**config.mk**
```make
export PLATFORM = sky130hd
export DESIGN_NAME = huffman_tree_builder
export DESIGN_NICKNAME = d
export VERILOG_FILES = /design/src/rtl/huffman_tree_builder.sv
export SDC_FILE = /design/constraint.sdc
export NUM_CORES = 2
export LEC_CHECK = 0
export CAP_MARGIN = 10
export CORE_MARGIN = 5
export CORE_UTILIZATION = 57
export DETAILED_ROUTE_END_ITERATION = 8
export PLACE_DENSITY_LB_ADDON = 0.1
export SLEW_MARGIN = 20
export SYNTH_ARGS = -nofsm -noshare
export SYNTH_HDL_FRONTEND = slang
export SYNTH_SLANG_ARGS = --single-unit
```
**constraint.sdc**
```tcl
create_clock -name clk -period 11.23 [get_ports clk]
set_clock_uncertainty 0.05 [all_clocks]
set_input_delay 2.8075 -clock clk [delete_from_list [all_inputs] [get_ports clk]]
set_output_delay 2.8075 -clock clk [all_outputs]
set_load 0.05 [all_outputs]
```
**src/rtl/huffman_tree_builder.sv**
```systemverilog
// -----------------------------------------------------------------------------
// huffman_tree_builder
//
// Builds the 2-D lookup table walked by the bit-serial Huffman decoder. It
// takes one code length per symbol, derives the canonical (RFC1951) codes, and
// writes the resulting binary tree into the shared table RAM. It owns the RAM
// ports while obusy is high.
//
// Table format, one word per {node,bit} address:
//   word <  NUMCODES : leaf, the decoded symbol
//   word >= NUMCODES : pointer to child node (word - NUMCODES)
//   word == all-ones : unfilled slot
//
// Ports
//   clk     in   rising-edge clock
//   rst     in   asynchronous reset, active high
//   istart  in   start a new table; aborts any build in progress
//   ien     in   ilen valid, taken only while oready is high
//   ilen    in   code length of the next symbol (0 = symbol unused)
//   oready  out  accepting code lengths
//   obusy   out  high from istart until odone
//   odone   out  one-cycle pulse, table complete (or failed)
//   oerr    out  over-subscribed / invalid tree, valid with odone, held until istart
//   wen     out  table write strobe
//   waddr   out  table write address {node,bit}
//   wdata   out  table write data
//   raddr   out  table read address; RAM returns rdata one cycle later
//   rdata   in   table read data
// -----------------------------------------------------------------------------
module huffman_tree_builder #(
    parameter int NUMCODES = 288,
    parameter int OUTWIDTH = 10,
    parameter int MAXLEN   = 15,
    localparam int AW      = $clog2(2 * NUMCODES)
) (
    input  logic                clk,
    input  logic                rst,
    input  logic                istart,
    input  logic                ien,
    input  logic [3:0]          ilen,
    output logic                oready,
    output logic                obusy,
    output logic                odone,
    output logic                oerr,
    output logic                wen,
    output logic [AW-1:0]       waddr,
    output logic [OUTWIDTH-1:0] wdata,
    output logic [AW-1:0]       raddr,
    input  logic [OUTWIDTH-1:0] rdata
);

    localparam int NW = AW - 1;                    // node index width
    localparam int SW = $clog2(NUMCODES + 1);      // symbol counter, counts up to NUMCODES
    localparam int CW = MAXLEN + 1;                // canonical code arithmetic width
    localparam logic [OUTWIDTH-1:0] UNFILLED = '1;

    typedef enum logic [2:0] {
        S_IDLE,
        S_LOAD,
        S_CLEAR,
        S_NEXTCODE,
        S_INSERT,
        S_DONE
    } state_t;

    // INSERT sub-phases: pick symbol, wait for registered read, examine rdata.
    typedef enum logic [1:0] {
        P_SYM,
        P_RD,
        P_EX
    } phase_t;

    state_t              state_q;
    phase_t              phase_q;
    logic [SW-1:0]       sym_q;
    logic [AW-1:0]       clr_q;
    logic [3:0]          b_q;
    logic [CW-1:0]       code_q;
    logic [3:0]          bit_q;
    logic [NW-1:0]       node_q;
    logic [NW-1:0]       nf_q;
    logic [SW-1:0]       bl_count_q [1:MAXLEN];
    logic [CW-1:0]       next_code_q [1:MAXLEN];
    logic [3:0]          len_mem [NUMCODES];

    logic                oready_q;
    logic                obusy_q;
    logic                odone_q;
    logic                oerr_q;
    logic                wen_q;
    logic [AW-1:0]       waddr_q;
    logic [OUTWIDTH-1:0] wdata_q;
    logic [AW-1:0]       raddr_q;

    assign oready = oready_q;
    assign obusy  = obusy_q;
    assign odone  = odone_q;
    assign oerr   = oerr_q;
    assign wen    = wen_q;
    assign waddr  = waddr_q;
    assign wdata  = wdata_q;
    assign raddr  = raddr_q;

    // -------------------------------------------------------------------------
    // Combinational helpers
    // -------------------------------------------------------------------------
    logic [NW-1:0]       sym_idx;
    logic [3:0]          cur_len;
    logic [3:0]          len_idx;
    logic [CW-1:0]       cur_code;
    logic [3:0]          nc_prev;
    logic [CW-1:0]       next_code_d;
    logic [3:0]          next_bit;
    logic [NW-1:0]       alloc_node_d;
    logic [NW-1:0]       child_node_d;
    logic                sym_end;
    logic                rd_unfilled;
    logic                rd_is_ptr;
    logic                len_we;
    logic                nc_init_we;
    logic                nc_inc_we;

    // NOTE: every always_comb output gets a default first so no path leaves it
    // unassigned; a missing default would infer a latch.
    always_comb begin
        sym_idx      = sym_q[NW-1:0];
        sym_end      = (sym_q == SW'(NUMCODES));
        cur_len      = sym_end ? 4'd0 : len_mem[sym_idx];
        len_idx      = (cur_len == 4'd0) ? 4'd1 : cur_len;
        cur_code     = next_code_q[len_idx];
        nc_prev      = (b_q <= 4'd1) ? 4'd1 : b_q - 4'd1;
        next_code_d  = '0;
        if (b_q > 4'd1) begin
            next_code_d = (next_code_q[nc_prev] + CW'(bl_count_q[nc_prev])) << 1;
        end
        next_bit     = bit_q - 4'd1;
        alloc_node_d = nf_q + NW'(1);
        child_node_d = NW'(rdata - OUTWIDTH'(NUMCODES));
        rd_unfilled  = (rdata == UNFILLED);
        rd_is_ptr    = (rdata >= OUTWIDTH'(NUMCODES));

        len_we     = !istart && (state_q == S_LOAD) && ien;
        nc_init_we = !istart && (state_q == S_NEXTCODE);
        nc_inc_we  = !istart && (state_q == S_INSERT) && (phase_q == P_SYM) &&
                     !sym_end && (cur_len != 4'd0);
    end

    // -------------------------------------------------------------------------
    // Storage arrays: code lengths and next_code registers
    // -------------------------------------------------------------------------
    // NOTE: these arrays are storage, not control state, so they take no reset;
    // every entry is written before it is read in each build.
    always_ff @(posedge clk) begin
        if (len_we) begin
            len_mem[sym_idx] <= ilen;
        end
    end

    always_ff @(posedge clk) begin
        if (nc_init_we) begin
            next_code_q[b_q] <= next_code_d;
        end else if (nc_inc_we) begin
            next_code_q[len_idx] <= next_code_q[len_idx] + CW'(1);
        end
    end

    // -------------------------------------------------------------------------
    // Main FSM with registered outputs
    // -------------------------------------------------------------------------
    // NOTE: sequential state uses non-blocking assignments only, so every
    // register samples the values from before the clock edge.
    always_ff @(posedge clk or posedge rst) begin
        if (rst) begin
            state_q  <= S_IDLE;
            phase_q  <= P_SYM;
            sym_q    <= '0;
            clr_q    <= '0;
            b_q      <= '0;
            code_q   <= '0;
            bit_q    <= '0;
            node_q   <= '0;
            nf_q     <= '0;
            oready_q <= 1'b0;
            obusy_q  <= 1'b0;
            odone_q  <= 1'b0;
            oerr_q   <= 1'b0;
            wen_q    <= 1'b0;
            waddr_q  <= '0;
            wdata_q  <= '0;
            raddr_q  <= '0;
            for (int i = 1; i <= MAXLEN; i++) begin
                bl_count_q[i] <= '0;
            end
        end else begin
            odone_q <= 1'b0;
            wen_q   <= 1'b0;

            if (istart) begin
                state_q  <= S_LOAD;
                sym_q    <= '0;
                oerr_q   <= 1'b0;
                oready_q <= 1'b1;
                obusy_q  <= 1'b1;
                for (int i = 1; i <= MAXLEN; i++) begin
                    bl_count_q[i] <= '0;
                end
            end else begin
                unique case (state_q)
                    S_IDLE: begin
                    end

                    S_LOAD: begin
                        if (ien) begin
                            if (ilen != 4'd0) begin
                                bl_count_q[ilen] <= bl_count_q[ilen] + SW'(1);
                            end
                            if (sym_q == SW'(NUMCODES - 1)) begin
                                state_q  <= S_CLEAR;
                                oready_q <= 1'b0;
                                clr_q    <= '0;
                            end else begin
                                sym_q <= sym_q + SW'(1);
                            end
                        end
                    end

                    S_CLEAR: begin
                        wen_q   <= 1'b1;
                        waddr_q <= clr_q;
                        wdata_q <= UNFILLED;
                        if (clr_q == AW'(2 * NUMCODES - 1)) begin
                            state_q <= S_NEXTCODE;
                            b_q     <= 4'd1;
                        end else begin
                            clr_q <= clr_q + AW'(1);
                        end
                    end

                    // One next_code entry per cycle; each uses the entry
                    // written on the previous cycle.
                    S_NEXTCODE: begin
                        if (b_q == 4'(MAXLEN)) begin
                            state_q <= S_INSERT;
                            phase_q <= P_SYM;
                            sym_q   <= '0;
                            nf_q    <= '0;
                        end else begin
                            b_q <= b_q + 4'd1;
                        end
                    end

                    S_INSERT: begin
                        unique case (phase_q)
                            P_SYM: begin
                                if (sym_end) begin
                                    state_q <= S_DONE;
                                    odone_q <= 1'b1;
                                    obusy_q <= 1'b0;
                                end else if (cur_len == 4'd0) begin
                                    sym_q <= sym_q + SW'(1);
                                end else begin
                                    code_q  <= cur_code;
                                    bit_q   <= cur_len - 4'd1;
                                    node_q  <= '0;
                                    raddr_q <= {NW'(0), cur_code[cur_len - 4'd1]};
                                    phase_q <= P_RD;
                                end
                            end

                            P_RD: begin
                                phase_q <= P_EX;
                            end

                            P_EX: begin
                                if (bit_q == 4'd0) begin
                                    if (rd_unfilled) begin
                                        wen_q   <= 1'b1;
                                        waddr_q <= raddr_q;
                                        wdata_q <= OUTWIDTH'(sym_q);
                                        sym_q   <= sym_q + SW'(1);
                                        phase_q <= P_SYM;
                                    end else begin
                                        oerr_q  <= 1'b1;
                                        state_q <= S_DONE;
                                        odone_q <= 1'b1;
                                        obusy_q <= 1'b0;
                                    end
                                end else if (rd_unfilled) begin
                                    // Interior slot is empty: allocate a new
                                    // node unless all N-1 internal nodes exist.
                                    if (nf_q == NW'(NUMCODES - 2)) begin
                                        oerr_q  <= 1'b1;
                                        state_q <= S_DONE;
                                        odone_q <= 1'b1;
                                        obusy_q <= 1'b0;
                                    end else begin
                                        nf_q    <= alloc_node_d;
                                        wen_q   <= 1'b1;
                                        waddr_q <= raddr_q;
                                        wdata_q <= OUTWIDTH'(NUMCODES) + OUTWIDTH'(alloc_node_d);
                                        node_q  <= alloc_node_d;
                                        raddr_q <= {alloc_node_d, code_q[next_bit]};
                                        bit_q   <= next_bit;
                                        phase_q <= P_RD;
                                    end
                                end else if (rd_is_ptr) begin
                                    node_q  <= child_node_d;
                                    raddr_q <= {child_node_d, code_q[next_bit]};
                                    bit_q   <= next_bit;
                                    phase_q <= P_RD;
                                end else begin
                                    // Path runs into an existing leaf.
                                    oerr_q  <= 1'b1;
                                    state_q <= S_DONE;
                                    odone_q <= 1'b1;
                                    obusy_q <= 1'b0;
                                end
                            end

                            default: begin
                                phase_q <= P_SYM;
                            end
                        endcase
                    end

                    S_DONE: begin
                        state_q <= S_IDLE;
                    end

                    default: begin
                        state_q <= S_IDLE;
                    end
                endcase
            end
        end
    end

endmodule

```
# After elaboration in Yosys (flattened, before gate mapping)
# Memories as Yosys holds them, arrays and structs flattened.
# Cells that the tools add are included.
[totals]
output_inout_bits = 35
reg_bits = 227
ram_bits = 1392
elab_cells = 295
mem_count = 2
input_bits = 18
[memory_table]
columns = ["memory", "words", "word_bits", "rd", "rd_clocked_by_memory_dff", "wr", "line_no", "rtl"]
rows = [
  ["len_mem", 288, 4, 1, 0, 1, "84", "logic [3:0] len_mem [NUMCODES];"],
  ["next_code_q", 15, 16, 2, 0, 1, "83", "logic [CW-1:0] next_code_q [1:MAXLEN];"],
]
[classes]
n_eq_ne = 55
n_lt_le_gt_ge = 8
n_reduce_logical = 43
n_mux = 139
n_bitwise = 5
n_addsub = 12
[op_table]
columns = ["op", "count"]
rows = [
  ["$mux 135", 4],
  ["$mux 10", 19],
  ["$mux 9", 17],
  ["$bwmux 135", 1],
  ["$pmux 10 s2", 4],
  ["$bmux 9 s4", 2],
  ["$mux 4", 12],
  ["$mux 1", 44],
  ["$demux 9 s4", 1],
  ["$ne 4x4->1 const B", 9],
  ["$pmux 9 s2", 2],
  ["$mux 3", 11],
  ["$mux 16", 2],
  ["$ne 3x3->1 const B", 10],
  ["$add 9x1->9 const B", 3],
  ["$eq 9x9->1 const B", 3],
  ["$pmux 9 s3", 1],
  ["$ne 2x2->1 const B", 11],
  ["$reduce_bool 2->1", 11],
  ["$eq 10x10->1 const B", 2],
  ["$ne 5x5->1 const B", 4],
  ["$reduce_and 5->1", 4],
  ["$add 16x1->16 const B", 1],
  ["$mux 2", 8],
  ["other kinds (47)", 76],
]

# Logic depth before layout (Yosys ltp)
[depth]
word_depth = 10
mapped_depth = 36
depth_no_buf = 26

# Worst setup path after synthesis
# Ideal clock, no wire load.
[synth_path]
kind = "register to register"
start = "register sym_q[0], in the netlist sym_idx[0]"
end = "memory next_code_q[10][6] in the netlist's numbering (data pin)"
synth_period_minus_slack_ns = 7.365
stages_incl_launch_ff = 30
path_slack_ns = 3.865
arrival_time_ns = 6.992
path_cell_list = "dfrtp_1 > buf_6 > buf_12 > buf_12 > buf_12 > buf_12 > buf_12 > mux4_1 > a221oi_1 > nor2_1 > a222oi_1 > o211a_4 > nor2_2 > inv_2 > buf_4 > buf_2 > buf_1 > ha_1 > inv_1 > nor4_2 > nor2_4 > buf_6 > a311o_1 > o211ai_1 > or3b_1 > inv_1 > ha_1 > nand4_1 > xor2_1 > o21ai_0"
[synth_via]
elab_chain_len = 9
[synth_rtl]
columns = ["item", "line_no", "rtl"]
rows = [
  ["from (decl)", "75", "logic [SW-1:0] sym_q;"],
  ["from (signal assigned)", "222", "sym_q <= sym_q + SW'(1);"],
  ["from (signal assigned)", "260", "sym_q <= sym_q + SW'(1);"],
  ["from (signal assigned)", "280", "sym_q <= sym_q + SW'(1);"],
  ["parallel branches: the longest is 8 deep, another holds $mem_v2 15x16", "--", ""],
  ["$mux 16 (no line) *", "--", ""],
  ["to (decl)", "83", ""],
]
# Every way passes the cells marked *.

# Final worst setup path
[layout_path]
start = "register sym_q[1], in the netlist sym_idx[1]"
end = "memory next_code_q[9][15] in the netlist's numbering (data pin)"
# The elaborated chain is that of the path after synthesis.

==> reports/results.tsv <==
metric	value	unit
Post-DRT Antenna Nets	0	
TritonCTS buffer count	165	
Avg Inst Size Synth	14.2	sq um
crit path time final	9.39	ns
Initial Util	0.576	
Clock transition at path regs	0.06	ns
CP max stage cell	dfrtp_4	
asr flop ratio synth	0.140	
R2R Setup Slk	1.84	ns
global-route wire length before repair	310000	um
WHS Endpoint	code_q[10]	
clock latency on the worst-skew pair	0.81	ns
Die W	364	um
input/output buffers	52	
Leak	26.1	nW
Post-Syn Nets	5060	
drt total wl	213000	um
crit end category	flop	
final worst path period share	0.837	
Hold-fix buffers, CTS	0	
CP delay by family, top	simple AND/OR/NAND/NOR gates	
clock sink total	1619	
Hold Path Stages	2	
share of power burned in combinational logic	0.129	
capture point of the worst reg-to-reg path	next_code_q[9][15]	
Clock Path Buffers	3	
Buf+Inv Stages, Crit Path	4	
cell count after synthesis	5016	
Power Total	14.1	mW
Seq/Total Area, Yosys	0.665	
max cap viols	0	
Startpoint Class	flop	
most frequent cells in the layout	1392 x edfxtp_1, 624 x nand2_1, 451 x nor2_1, 263 x mux2i_1, 233 x mux4_2	
row count	129	
Fin. Hold Viols	0	
DRC	0	
routed vias/inst	6.74	
slew margin rel.	0.182	
Final #Nets	5074	
Main synth FF type	edfxtp_1	
CP Max Fanout	49	
TNS Setup	0	ns
mapped cell area	0.0714	sq mm
Hold Crit Class	flop to flop	
drt wl/cell	31.3	um
Worst-Margin Slew	1.23	ns
CTS tree	built	
Slowest Stage Delay on Critical Path	0.93	ns
WP data required	11.65	ns
Netlist cell types	109	
Net Sw Power	3.65	mW
Net Sw Frac	0.259	
fillers	8964	
Post-synth EDFFs	1392	
CTS-repair resized insts	0	
core area	0.124	sq mm
worst hold slack	0.434	ns
worst path cell trace	buf_4 -> mux4_2 -> mux2i_1 -> a21o_1 -> a2111oi_0 -> or3_1 -> nand3_1 -> a21oi_4 -> inv_4 -> ha_1 -> inv_1 -> or4_1 -> nand2_1 -> buf_4 -> o311a_1 -> nor4_4 -> and4_1 -> nand2_2 -> or4b_1 -> o211ai_1	
vias in the first global route	44573	
# setup viols final	0	
yosys warns	0	
hold path start	code_q[10]	
largest net degree at the start of global routing	172	
most common cell after layout, fill and taps aside	edfxtp_1	
share of layout cells above drive strength 1	0.145	
worst r2r path cells	20	
post-DP HPWL	134000	um
FF+latch count, synth	1619	
Placer Congestion	0.933	
CTS H-tree lvls	4	
worst r2r src	sym_idx[1]	
critical path class	flop to flop	
root buffer cell	clkbuf_16	
cell area power density	178	mW/mm^2
GR Util All Layers	0.322	
routed vias	45880	
initial antenna violation count	1	
Initial DRT Pass Iterations	7	
IO Pins	53	
Post-CTS Setup Bufs	0	
Worst path most repeated cell	buf_4	
Max rail drop VDD	0.159	mV
Int Pwr	10.4	mW
final core occ	0.637	
die height	364	um
GRT overflow	0	
sequential power share	0.472	
Clk pwr share	0.399	
CP arrival	9.81	ns
synthesis-to-layout area growth	10.7	%
starting DRC count in detailed routing	6238	
status	completed	
fin. max-slew vios	0	
Die ar.	0.133	sq mm
Max Fclk	106	MHz
RSZ-0062 raised after global routing	no	
synth_stat cells, types with 24 or more instances:
| master | count | area share |
|---|---|---|
| ha_1 | 25 | 0.0044 |
| buf_1 | 24 | 0.0013 |
| nor3_1 | 47 | 0.0033 |
| mux2_2 | 37 | 0.0058 |
| nand3_1 | 122 | 0.0085 |
| clkbuf_1 | 200 | 0.011 |
| mux4_2 | 233 | 0.073 |
| a22o_1 | 67 | 0.0082 |
| xnor2_1 | 27 | 0.0033 |
| inv_1 | 35 | 0.0018 |
| a211oi_1 | 38 | 0.0040 |
| a311oi_1 | 34 | 0.0042 |
| buf_4 | 33 | 0.0035 |
| buf_6 | 26 | 0.0041 |
| a21oi_1 | 200 | 0.014 |
| nor2_1 | 470 | 0.025 |
| and3_1 | 44 | 0.0039 |
| nand4_1 | 25 | 0.0022 |
| buf_2 | 29 | 0.0020 |
| mux2i_1 | 265 | 0.037 |
| a31oi_1 | 63 | 0.0055 |
| o21ai_0 | 223 | 0.016 |
| a22oi_1 | 89 | 0.0094 |
| nand2_1 | 625 | 0.033 |
| nor2b_1 | 35 | 0.0031 |
| dfrtp_1 | 227 | 0.080 |
| edfxtp_1 | 1392 | 0.59 |
registers in the layout, summed over array words and instances, names as in the netlist, 2 cells and up:
| signal | cells |
|---|---|
| nf_q | 9 |
| bl_count_q | 135 |
| bit_q | 4 |
| b_q | 4 |
| raddr | 10 |
| wdata | 10 |
| next_code_q | 240 |
| clr_q | 10 |
| phase_q | 2 |
| sym_idx | 9 |
| len_mem | 1152 |
| code_q | 16 |
| state_q | 3 |
| waddr | 10 |
cell families after synthesis:
group,after synthesis,share of synthesized area
AO/OA/AOI/OAI,917,0.0847
XOR/XNOR,47,0.00576
adder cells (fa/ha/maj),26,0.00466
buffers and inverters,375,0.0290
flip-flops,1619,0.665
multiplexers,545,0.120
AND/OR/NAND/NOR,1487,0.0915
layer usage:
metal	vias up	global-route usage	part of all wire
li1	19365	-	-
met1	23224	0.439	0.38
met2	2738	0.508	0.47
met3	551	0.0664	0.099
met4	2	0.146	0.052
met5	-	0	0.000084
stage by stage:
| step | instances | setup WS, ns | cell area, sq um |
|---|---|---|---|
| 6_report | 6809 | 1.84 | 79100 |
| 5_1_grt | 6808 | 1.46 | 79100 |
| 4_1_cts | 6807 | 1.92 | 79000 |
| 3_5_place_dp | 6499 | 1.87 | 73400 |
| 3_3_place_gp | 6499 | 2.14 | 73400 |
| 2_1_floorplan | 5016 | 2.15 | 71400 |
layout make-up:
| type | instances | area (sq um) | area share |
|---|---|---|---|
| clock inverter | 116 | 1320 | 0.0167 |
| antenna | 1 | 2.50 | 0.0000316 |
| multi-input combinational | 3022 | 22200 | 0.280 |
| timing repair buffer | 183 | 1620 | 0.0205 |
| inverter | 39 | 156 | 0.00198 |
| clock buffer | 192 | 4270 | 0.0540 |
| tap | 1637 | 2050 | 0.0259 |
| sequential | 1619 | 47500 | 0.601 |
power groups by stage:
stage	Combinational, mW	Clock, mW	Sequential, mW
global route	1.90	5.95	6.64
CTS	1.78	5.68	6.64
finish	1.82	5.63	6.64
floorplan	1.22	0	6.76
global placement	1.76	0	6.77
detailed placement	1.78	0	6.77
how the worst max path moves through the flow:
stage | start | end | slack, ns | depth (start not counted)
2_1_floorplan | rst | b_q[0] | 2.15 | 1
3_3_place_gp | sym_idx[1] | next_code_q[10][12] | 2.14 | 22
3_5_place_dp | sym_idx[1] | next_code_q[10][12] | 1.87 | 22
4_1_cts | sym_idx[1] | next_code_q[8][12] | 1.92 | 22
5_1_grt | sym_idx[1] | next_code_q[9][10] | 1.46 | 22
6_report | sym_idx[1] | next_code_q[9][15] | 1.84 | 20
tightest hold or removal path, delay by kind of cell, from the launching register on:
family	cells	cell delay, ns
AND/OR/NAND/NOR	2	0.10
flip-flops	1	0.35
Power figures use the tool's default switching activity.
